==> src/rtl/data_memory_arb_pkg.sv <==
// Shared types and constants for the two-port data memory arbiter.
package data_memory_arb_pkg;

  typedef enum logic [1:0] {
    IDLE = 2'd0,
    OWN0 = 2'd1,
    OWN1 = 2'd2
  } arb_state_t;

  localparam logic PORT0 = 1'b0;
  localparam logic PORT1 = 1'b1;

  localparam int DEF_ADDR_W    = 10;
  localparam int DEF_DATA_W    = 8;
  localparam int DEF_MAX_BURST = 4;

endpackage

==> src/rtl/data_memory_port_mux.sv <==
// Owner select onto the memory address/write-enable/write-data inputs, and routing of
// the read return to the port whose read tag is set. Purely combinational.
module data_memory_port_mux
  import data_memory_arb_pkg::*;
#(
  parameter int ADDR_W = DEF_ADDR_W,
  parameter int DATA_W = DEF_DATA_W
) (
  input  arb_state_t        state,
  input  logic              req0,
  input  logic              req1,
  input  logic              write_en0,
  input  logic              write_en1,
  input  logic [ADDR_W-1:0] addr0,
  input  logic [ADDR_W-1:0] addr1,
  input  logic [DATA_W-1:0] data0,
  input  logic [DATA_W-1:0] data1,
  input  logic              rtag0,
  input  logic              rtag1,
  input  logic [DATA_W-1:0] mem_rdata,
  output logic              gnt0,
  output logic              gnt1,
  output logic [ADDR_W-1:0] mem_addr,
  output logic              mem_write_en,
  output logic [DATA_W-1:0] mem_wdata,
  output logic              rvalid0,
  output logic              rvalid1,
  output logic [DATA_W-1:0] rdata
);

  always_comb begin
    gnt0         = (state == OWN0) && req0;
    gnt1         = (state == OWN1) && req1;
    mem_addr     = '0;
    mem_write_en = 1'b0;
    mem_wdata    = '0;
    // An owner whose request is low drives nothing, so the memory sees an idle cycle.
    if (gnt0) begin
      mem_addr     = addr0;
      mem_write_en = write_en0;
      mem_wdata    = data0;
    end else if (gnt1) begin
      mem_addr     = addr1;
      mem_write_en = write_en1;
      mem_wdata    = data1;
    end
  end

  assign rvalid0 = rtag0;
  assign rvalid1 = rtag1;
  assign rdata   = (rtag0 || rtag1) ? mem_rdata : '0;

endmodule

==> src/rtl/data_memory_arbiter.sv <==
// Shares the single-port data_memory between port 0 (LSU) and port 1 (DMA); reads return one cycle after the beat.
// Define DATA_MEMORY_ARB_ROUND_ROBIN_EN for last-owner tie-break and MAX_BURST limiting; otherwise fixed priority to port 0.
module data_memory_arbiter
  import data_memory_arb_pkg::*;
#(
  parameter int ADDR_W    = DEF_ADDR_W,
  parameter int DATA_W    = DEF_DATA_W,
  parameter int MAX_BURST = DEF_MAX_BURST
) (
  input  logic              clk,
  input  logic              reset,
  input  logic              in_req0,
  input  logic              in_req1,
  input  logic              in_write_en0,
  input  logic              in_write_en1,
  input  logic [ADDR_W-1:0] in_addr0,
  input  logic [ADDR_W-1:0] in_addr1,
  input  logic [DATA_W-1:0] in_data0,
  input  logic [DATA_W-1:0] in_data1,
  output logic              out_gnt0,
  output logic              out_gnt1,
  output logic              out_rvalid0,
  output logic              out_rvalid1,
  output logic [DATA_W-1:0] out_rdata,
  output logic [ADDR_W-1:0] out_mem_addr,
  output logic              out_mem_write_en,
  output logic [DATA_W-1:0] out_mem_data,
  input  logic [DATA_W-1:0] in_mem_data
);

  if (MAX_BURST < 1) begin : g_bad_burst
    $error("data_memory_arbiter: MAX_BURST must be at least 1");
  end

  arb_state_t state, state_nxt;
  arb_state_t tie_state;
  logic       burst_end;
  logic       gnt0, gnt1;
  logic       rtag0, rtag1;

`ifdef DATA_MEMORY_ARB_ROUND_ROBIN_EN
  localparam int CNT_W = (MAX_BURST > 1) ? $clog2(MAX_BURST) : 1;
  localparam logic [CNT_W-1:0] CNT_LAST = CNT_W'(MAX_BURST - 1);

  logic [CNT_W-1:0] cnt;
  logic             last_owner;
  logic             beat;

  assign beat      = gnt0 | gnt1;
  assign burst_end = (cnt == CNT_LAST);
  assign tie_state = (last_owner == PORT0) ? OWN1 : OWN0;

  // Counter wraps while the other port is idle so the owner keeps streaming.
  always_ff @(posedge clk or posedge reset) begin
    if (reset) begin
      cnt        <= '0;
      last_owner <= PORT1;
    end else begin
      if (state_nxt != state) begin
        cnt <= '0;
      end else if (beat) begin
        cnt <= burst_end ? '0 : cnt + 1'b1;
      end
      if (state_nxt != state && state_nxt == OWN0) begin
        last_owner <= PORT0;
      end else if (state_nxt != state && state_nxt == OWN1) begin
        last_owner <= PORT1;
      end
    end
  end
`else
  assign burst_end = 1'b0;
  assign tie_state = OWN0;
`endif

  always_ff @(posedge clk or posedge reset) begin
    if (reset) begin
      state <= IDLE;
      rtag0 <= 1'b0;
      rtag1 <= 1'b0;
    end else begin
      state <= state_nxt;
      rtag0 <= gnt0 & ~in_write_en0;
      rtag1 <= gnt1 & ~in_write_en1;
    end
  end

  always_comb begin
    state_nxt = state;
    case (state)
      IDLE: begin
        if (in_req0 && in_req1) state_nxt = tie_state;
        else if (in_req0)       state_nxt = OWN0;
        else if (in_req1)       state_nxt = OWN1;
      end
      OWN0: begin
        if (!in_req0)                  state_nxt = in_req1 ? OWN1 : IDLE;
        else if (burst_end && in_req1) state_nxt = OWN1;
      end
      OWN1: begin
        if (!in_req1)                  state_nxt = in_req0 ? OWN0 : IDLE;
        else if (burst_end && in_req0) state_nxt = OWN0;
      end
      default: state_nxt = IDLE;
    endcase
  end

  data_memory_port_mux #(
    .ADDR_W(ADDR_W),
    .DATA_W(DATA_W)
  ) u_port_mux (
    .state        (state),
    .req0         (in_req0),
    .req1         (in_req1),
    .write_en0    (in_write_en0),
    .write_en1    (in_write_en1),
    .addr0        (in_addr0),
    .addr1        (in_addr1),
    .data0        (in_data0),
    .data1        (in_data1),
    .rtag0        (rtag0),
    .rtag1        (rtag1),
    .mem_rdata    (in_mem_data),
    .gnt0         (gnt0),
    .gnt1         (gnt1),
    .mem_addr     (out_mem_addr),
    .mem_write_en (out_mem_write_en),
    .mem_wdata    (out_mem_data),
    .rvalid0      (out_rvalid0),
    .rvalid1      (out_rvalid1),
    .rdata        (out_rdata)
  );

  assign out_gnt0 = gnt0;
  assign out_gnt1 = gnt1;

endmodule

==> config.mk <==
export PLATFORM = sky130hd
export DESIGN_NAME = data_memory_arbiter
export DESIGN_NICKNAME = d
export VERILOG_FILES = /design/src/rtl/data_memory_arb_pkg.sv /design/src/rtl/data_memory_port_mux.sv /design/src/rtl/data_memory_arbiter.sv
export SDC_FILE = /design/constraint.sdc
export NUM_CORES = 1
export LEC_CHECK = 0
export BUFFER_PORTS_ARGS = -buffer_cell sky130_fd_sc_hd__clkbuf_2
export CORE_MARGIN = 2
export CORE_UTILIZATION = 34
export DETAILED_ROUTE_END_ITERATION = 6
export HOLD_SLACK_MARGIN = 0.06
export PLACE_DENSITY = 0.88
export SLEW_MARGIN = 30
export SYNTH_ARGS = -nofsm -noshare
export SYNTH_HDL_FRONTEND = slang
export SYNTH_HIERARCHICAL = 1
export SYNTH_SLANG_ARGS = --single-unit
==> constraint.sdc <==
create_clock -name clk -period 1.5 [get_ports clk]
set_clock_uncertainty 0.1 [all_clocks]
set_input_delay 0.3 -clock clk [delete_from_list [all_inputs] [get_ports clk]]
set_output_delay 0.3 -clock clk [all_outputs]
set_load 0.01 [all_outputs]
==> summary.txt, run 1 <==
Placed design
  • DP HPWL: around 1800 um
  • GPL Wtd Cong: 0.729
  • IO buf count: 80
  • Placement Setup Slack: around 0.022 ns

Floorplanning
  • Die width: 50.0 um
  • Core area: 1980 um2
  • Initial Utilization: 36.4%
  • Row count: 16
  • Die Span Y: between 50 and 60 um
  • Die area: 2500 um2
  • Io pins: 81

Critical path
  • Worst Reg-to-Reg Cells: 5
  • R2r endpoint: state[1]
  • Reg2reg start: state[1]
  • Crit path capture type: output pin
  • Worst path cell trace: nand2b_4, o22ai_2, buf_2
  • Worst path slowest cell: dfrtp_2
  • Crit-path max cell delay: 0.45 ns
  • Worst setup SP type: flip-flop
  • WS Path Type: flip-flop to output pin
  • Crit. Startpoint: state[0]
  • CP required: 1.10 ns
  • WP data arrival: ~1.2 ns
  • Worst reg-to-reg setup slack: between 0.1 and 0.15 ns
  • CP Max Fanout: 6
  • Setup crit end: out_mem_data[7]

Clocking
  • Worst skew pair latency: around 0.24 ns
  • CTS Buf Count: 3
  • Clock sink count: 4
  • CTS tree: done
  • H-tree depth: 1
  • Clock root buffer: clkbuf_4
  • Clock Path Buffers: 2
  • CTS clk-pin slew, worst paths: around 0.04 ns

Synth
  • Post-synthesis simple-gate area fraction: between 30% and 40%
  • Post-synthesis mux area share: under 10%
  • YS warnings: 6
  • Synth Area per Inst: 7.75 um2
  • #FFs+latches synth: 4
  • Largest family of logic cells by synthesized area: simple AND/OR/NAND/NOR gates
  • Syn Inst Count: between 90 and 100
  • Mapped Area: around 700 um2
  • Compound-Gate Fraction of Synth Area: roughly a third
  • Synth Area in XOR/XNOR: 0%
  • Sequential fraction of the synthesis area: between 10% and 20%
  • Netlist cell types: 17
  • Syn Nets: about 140
  • Post-Synth Adder-Cell Area: 0%

Timing
  • Worst-margin pin slew: 0.450 ns
  • Final worst path period need: approximately 1.6 ns
  • Headroom to the max-slew limit: a little over two thirds
  • Endpoints failing setup: 21
  • Final worst path period share: 108%
  • Unrepaired setup endpoints after global routing: yes
  • F_max: approximately 600 MHz
  • Pins Over Slew Limit: 0
  • Fin. Hold Viols: 0
  • Setup WS post-layout: -0.121 ns

Global route
  • Vias in the first global route: ~960
  • Total Routing Usage GR: 20.5%
  • Largest net degree at the start of global routing: 23
  • Initial antenna violation count: 0
  • First-pass GRT wire length: roughly 3900 um
  • GR Overflow Total: 0

Route
  • Final ANT Viol Nets: 0
  • Vias: roughly 1,000
  • DRT iter0 DRCs: 7
  • DR vias/cell: 5.07
  • First-pass DRT Iterations: 4
  • Wire length per cell: between 10 and 15 um
  • DRC violations left: 0
  • Final WL: about 2600 um

Hold path
  • Classification of the worst-slack hold path: input port to flip-flop

Job
  • Max-cap violation count: 0

Cells and area
  • Layout Nets: 230
  • Share of layout cells above drive strength 1: slightly above 70%
  • Synthesis-to-layout area growth: 83.7%
  • Ant diodes: 0

Power
  • Peak supply drop: around 340 uV
  • Design Power: between 0.0006 and 0.0007 W
  • P_leak: 0.668 nW
  • Power Dens Cells: between 400 and 500 nW/um2

Outcome
  • Status: finished, violations left
  • Failing checks: setup timing
[synth_stat cells]
cell      instances  area share [%]
inv_2             1            0.52
nor2_2            1            0.87
nor2_1            1            0.52
buf_4             4             4.2
o21ai_0           1            0.69
nand2b_4          1             1.9
inv_1             1            0.52
nand2_1          19             9.9
and3_1            1            0.87
mux2i_1           1             1.4
o22ai_2          19              33
nor2b_1          10             8.7
nand3_1          19              13
buf_2             5             3.5
and2_1            2             1.7
dfrtp_1           4              14
buf_6             3             4.7
[logic make-up after synthesis]
| kind of cell | Yosys count |
|---|---|
| AND/OR/NAND/NOR | 54 |
| AO/OA/AOI/OAI | 20 |
| buffers and inverters | 14 |
| flip-flops | 4 |
| multiplexers | 1 |
[routing by layer]
| layer | global-route usage [%] | part of all wire (%) | up-vias |
|---|---|---|---|
| met3 | 8.18 | 13 | 7 |
| met1 | 20.1 | 37 | 456 |
| li1 | - | - | 505 |
| met4 | 8.33 | 2.0 | 0 |
| met5 | 0 | 0 | - |
| met2 | 37.5 | 48 | 71 |
[final cells by class]
type                    count  area [um2]
repair buffers             91         554
multi-input cells          78         601
inverters                   2        10.0
clock buffers               3        22.5
well taps                  27        33.8
fillers                   190         658
flip-flops and latches      4         103
[registers in the layout, indices dropped and copies added (netlist names)]
| signal | flops |
|---|---|
| rtag0 | 1 |
| rtag1 | 1 |
| state | 2 |
[where the power goes]
part	leakage, nW	total (W)	switching [W]	internal, W
logic	0.604	0.000368	0.000176	0.000192
registers	0.0500	0.000125	0.0000104	0.000115
clock network	0.0138	0.000135	0.0000453	0.0000896
total	0.668	0.000628	0.000232	0.000396
[through the flow]
stage          setup TNS (ns)  hold slack (ns)  util, %  cells  area, um2
3_5_place_dp                0           0.0785     56.6    192       1120
6_report                -1.96            0.143     66.8    205       1320
5_1_grt                 -3.22            0.150     66.8    205       1320
3_3_place_gp                0           0.0737     56.6    192       1120
4_1_cts                 -2.20            0.127     62.9    200       1250
2_1_floorplan               0          -0.0339        -     93        721
[what timing repair did]
| action | 4_1_cts | 5_1_grt |
|---|---|---|
| hold buffers | 1 | 0 |
| buffers inserted | 0 | 5 |
| hold endpoints to repair | 4 | 0 |
| gates resized for setup | 10 | 30 |
| gates cloned | 4 | 0 |
| endpoints found under the setup margin | 26 | 21 |
| pin swaps | 1 | 10 |
[critical path: cells and delay by family (launching register included)]
family | cells | cell delay [ns]
AO/OA/AOI/OAI | 1 | 0.18
buffers and inverters | 1 | 0.15
flip-flops | 1 | 0.45
AND/OR/NAND/NOR | 1 | 0.20
[cells in the final DEF (no fill, tap or decap), drive strengths merged]
| master | synthesis | final |
|---|---|---|
| clkbuf | 0 | 63 |
| buf | 12 | 30 |
| o22ai | 19 | 19 |
| nand2 | 19 | 19 |
| nand3 | 19 | 19 |
| nor2b | 10 | 10 |
| nand2b | 1 | 4 |
| dfrtp | 4 | 4 |
| and2 | 2 | 2 |
| nor2 | 2 | 2 |
| inv | 2 | 2 |
| mux2i | 1 | 1 |
| o21ai | 1 | 1 |
| dlygate4sd3 | 0 | 1 |
| and3 | 1 | 1 |
[worst min-delay path by stage]
stage	startpoint	to	slack (ns)	cells past startpoint
3_5_place_dp	reset	rtag1	0.08	2
4_1_cts	in_write_en0	rtag0	0.13	2
5_1_grt	in_write_en1	rtag1	0.15	2
2_1_floorplan	reset	rtag0	-0.03	1
3_3_place_gp	reset	rtag1	0.07	2
6_report	in_write_en0	rtag0	0.14	2
Note: power is estimated with default switching activity, not from simulation.
==> inputs of run 2 (changes only) <==
HOLD_SLACK_MARGIN = 0.15   (was 0.06)
==> run 2 against run 1 <==
Effect of this change: power up 0.19%; largest power group unchanged; core utilization up 0.51 points; sequential power about the same; non-clock buffer count up 1; wire length about the same; register-to-register slack about the same; critical path depth unchanged; the flow still finishes with violations (setup timing); die area unchanged; first-iteration DRC count up 14%; maximum frequency up 0.11%.
==> summary.txt, run 2 (synthesis results as in run 1) <==
Outcome
  • Status: finished, violations left (unchanged)
  • Failing checks: setup timing (unchanged)

Power
  • Power Dens Cells: 472 nW/um2 (was 475 nW/um2)
  • Sw frac: 36.8% (was 36.9%)
  • Power share of the clock group: 21.4% (was 21.5%)
  • P_sw: 0.000231 W (was 0.000232 W)
  • Combinational fraction of design power: 58.7% (was 58.6%)
  • Peak supply drop: 343 uV (was 342 uV)
  • P_leak: 0.672 nW (was 0.668 nW)
  • Part of the power in registers: 19.9% (was 20.0%)
  • Cell Int Power: 0.000398 W (was 0.000396 W)
  • Design Power: 0.000630 W (was 0.000628 W)

Hold path
  • Worst hold stages: 2 (unchanged)
  • Classification of the worst-slack hold path: input port to flip-flop (unchanged)

Cells and area
  • Multi-input logic area: 601 um2 (unchanged)
  • Layout Cells excl Fill: 206 (was 205)
  • Layout fillers: 187 (was 190)
  • Commonest non-fill, non-tap cells in the layout: clkbuf_2 (60), o22ai_2 (19), buf_2 (18), nand2_1 (18), nand3_1 (16) (unchanged)
  • Ant diodes: 0 (unchanged)
  • Largest register FFs: 2 (unchanged)
  • Register Area: 103 um2 (unchanged)
  • Share of layout cells above drive strength 1: 70.4% (was 70.8%)
  • Largest registers: state (2), rtag0 (1), rtag1 (1) (unchanged)
  • Final instance area: 1330 um2 (was 1320 um2)
  • Commonest non-fill, non-tap cell in the layout: clkbuf_2 (unchanged)
  • Layout Nets: 231 (was 230)
  • Synthesis-to-layout area growth: 85.1% (was 83.7%)
  • Biggest register: state (unchanged)

Route
  • Final ANT Viol Nets: 0 (unchanged)
  • Final WL: 2620 um (about the same)
  • DRC violations left: 0 (unchanged)
  • Vias: 1,054 (was 1,039)
  • DRT iter0 DRCs: 8 (was 7)
  • DR vias/cell: 5.12 (was 5.07)
  • First-pass DRT Iterations: 4 (unchanged)
  • Wire length per cell: 12.7 um (was 12.8 um)

Floorplanning
  • Io pins: 81 (unchanged)
  • Die Span Y: 50.0 um (unchanged)
  • Die width: 50.0 um (unchanged)
  • Row count: 16 (unchanged)
  • Initial Utilization: 36.4% (unchanged)
  • Core area: 1980 um2 (unchanged)
  • Die area: 2500 um2 (unchanged)

Placed design
  • GPL Wtd Cong: 0.729 (unchanged)
  • Cell Area, Placed: 1120 um2 (unchanged)
  • Placed instance count: 192 (unchanged)
  • Placement Setup Slack: 0.0225 ns (unchanged)
  • DP HPWL: 1760 um (unchanged)
  • IO buf count: 80 (unchanged)

Job
  • Max-cap violation count: 0 (unchanged)

Clocking
  • Clock Path Buffers: 2 (unchanged)
  • Clock sink count: 4 (unchanged)
  • Clock root buffer: clkbuf_4 (unchanged)
  • H-tree depth: 1 (unchanged)
  • CTS clk-pin slew, worst paths: 0.04 ns (about the same)
  • CTS tree: done (unchanged)
  • Worst skew pair latency: 0.24 ns (about the same)
  • CTS Buf Count: 3 (unchanged)

Timing
  • WHS: 0.151 ns (was 0.143 ns)
  • Endpoints failing setup: 21 (unchanged)
  • Unrepaired setup endpoints after global routing: yes (unchanged)
  • Pins Over Slew Limit: 0 (unchanged)
  • Headroom to the max-slew limit: 70.0% (about the same)
  • F_max: 617 MHz (about the same)
  • Setup WS post-layout: -0.120 ns (was -0.121 ns)
  • Final worst path period share: 108% (about the same)
  • Fin. Hold Viols: 0 (unchanged)
  • Final worst path period need: 1.62 ns (about the same)
  • Worst-margin pin slew: 0.449 ns (was 0.450 ns)

Global route
  • GR Overflow Total: 0 (unchanged)
  • Vias in the first global route: 965 (was 959)
  • Total Routing Usage GR: 20.6% (was 20.5%)
  • Largest net degree at the start of global routing: 23 (unchanged)
  • Initial antenna violation count: 0 (unchanged)
  • First-pass GRT wire length: 3950 um (was 3930 um)

Critical path
  • Crit path capture type: output pin (unchanged)
  • Worst setup SP type: flip-flop (unchanged)
  • CP Max Fanout: 6 (unchanged)
  • CP required: 1.10 ns (about the same)
  • WP data arrival: 1.22 ns (about the same)
  • Worst Reg-to-Reg Cells: 5 (unchanged)
  • WS Path Type: flip-flop to output pin (unchanged)
-- run 2: changes by cell type in the layout (fill, tap and decap cells not counted), sizes merged --
cell	previous run	this run
dlygate4sd3	1	2
-- run 2: timing repair --
item | in CTS | in global routing
setup endpoints to repair | 26 | 21
setup buffers | 0 | 5
resized for setup | 10 | 30
pin swaps | 1 | 10
hold buffers | 2 | 0
hold endpoints to repair | 5 | 0
cloned | 4 | 0
-- run 2: area by class of cell --
type	instances	area share, %
clock buffers	3	1.69
inverters	2	0.750
multi-input cells	78	45.0
flip-flops and latches	4	7.69
well taps	27	2.53
repair buffers	92	42.3
-- run 2: path summary, 6_finish.rpt --
kind,startpoint,end,slack [ns]
worst max-delay path,state[0],out_mem_data[7],-0.12
worst min register to register,state[0],rtag1,0.75
worst max register to register,state[1],state[1],0.14
worst min-delay path,in_write_en1,rtag1,0.15
min in group asynchronous,reset,rtag1,0.38
max in group asynchronous,reset,state[0],0.76
-- run 2: power by group through the flow --
stage	combinational [W]	sequential (W)	clock [W]
2_1_floorplan	0.000184	0.000120	0
3_3_place_gp	0.000300	0.000121	0
3_5_place_dp	0.000303	0.000122	0
4_1_cts	0.000344	0.000124	0.000138
5_1_grt	0.000399	0.000127	0.000151
6_report	0.000370	0.000126	0.000134
-- run 2: worst max-delay path: stages (launching register included) --
cell	delay [ns]
dfrtp_2	0.45
nand2b_4	0.20
o22ai_2	0.18
buf_2	0.15
-- run 2: metrics by stage --
stage / utilization, % / TNS (ns)
after floorplan: - / 0
after global placement: 56.6 / 0
after detailed placement: 56.6 / 0
after CTS: 63.4 / -2.20
after global routing: 67.3 / -3.22
final: 67.3 / -1.95
-- run 2: per-layer routing --
metal	vias to the layer above	global-route usage, %	part of all wire, %
li1	509	-	-
met1	469	20.3	37
met2	72	37.7	48
met3	4	8.18	13
met4	0	8.33	1.5
met5	-	0	0
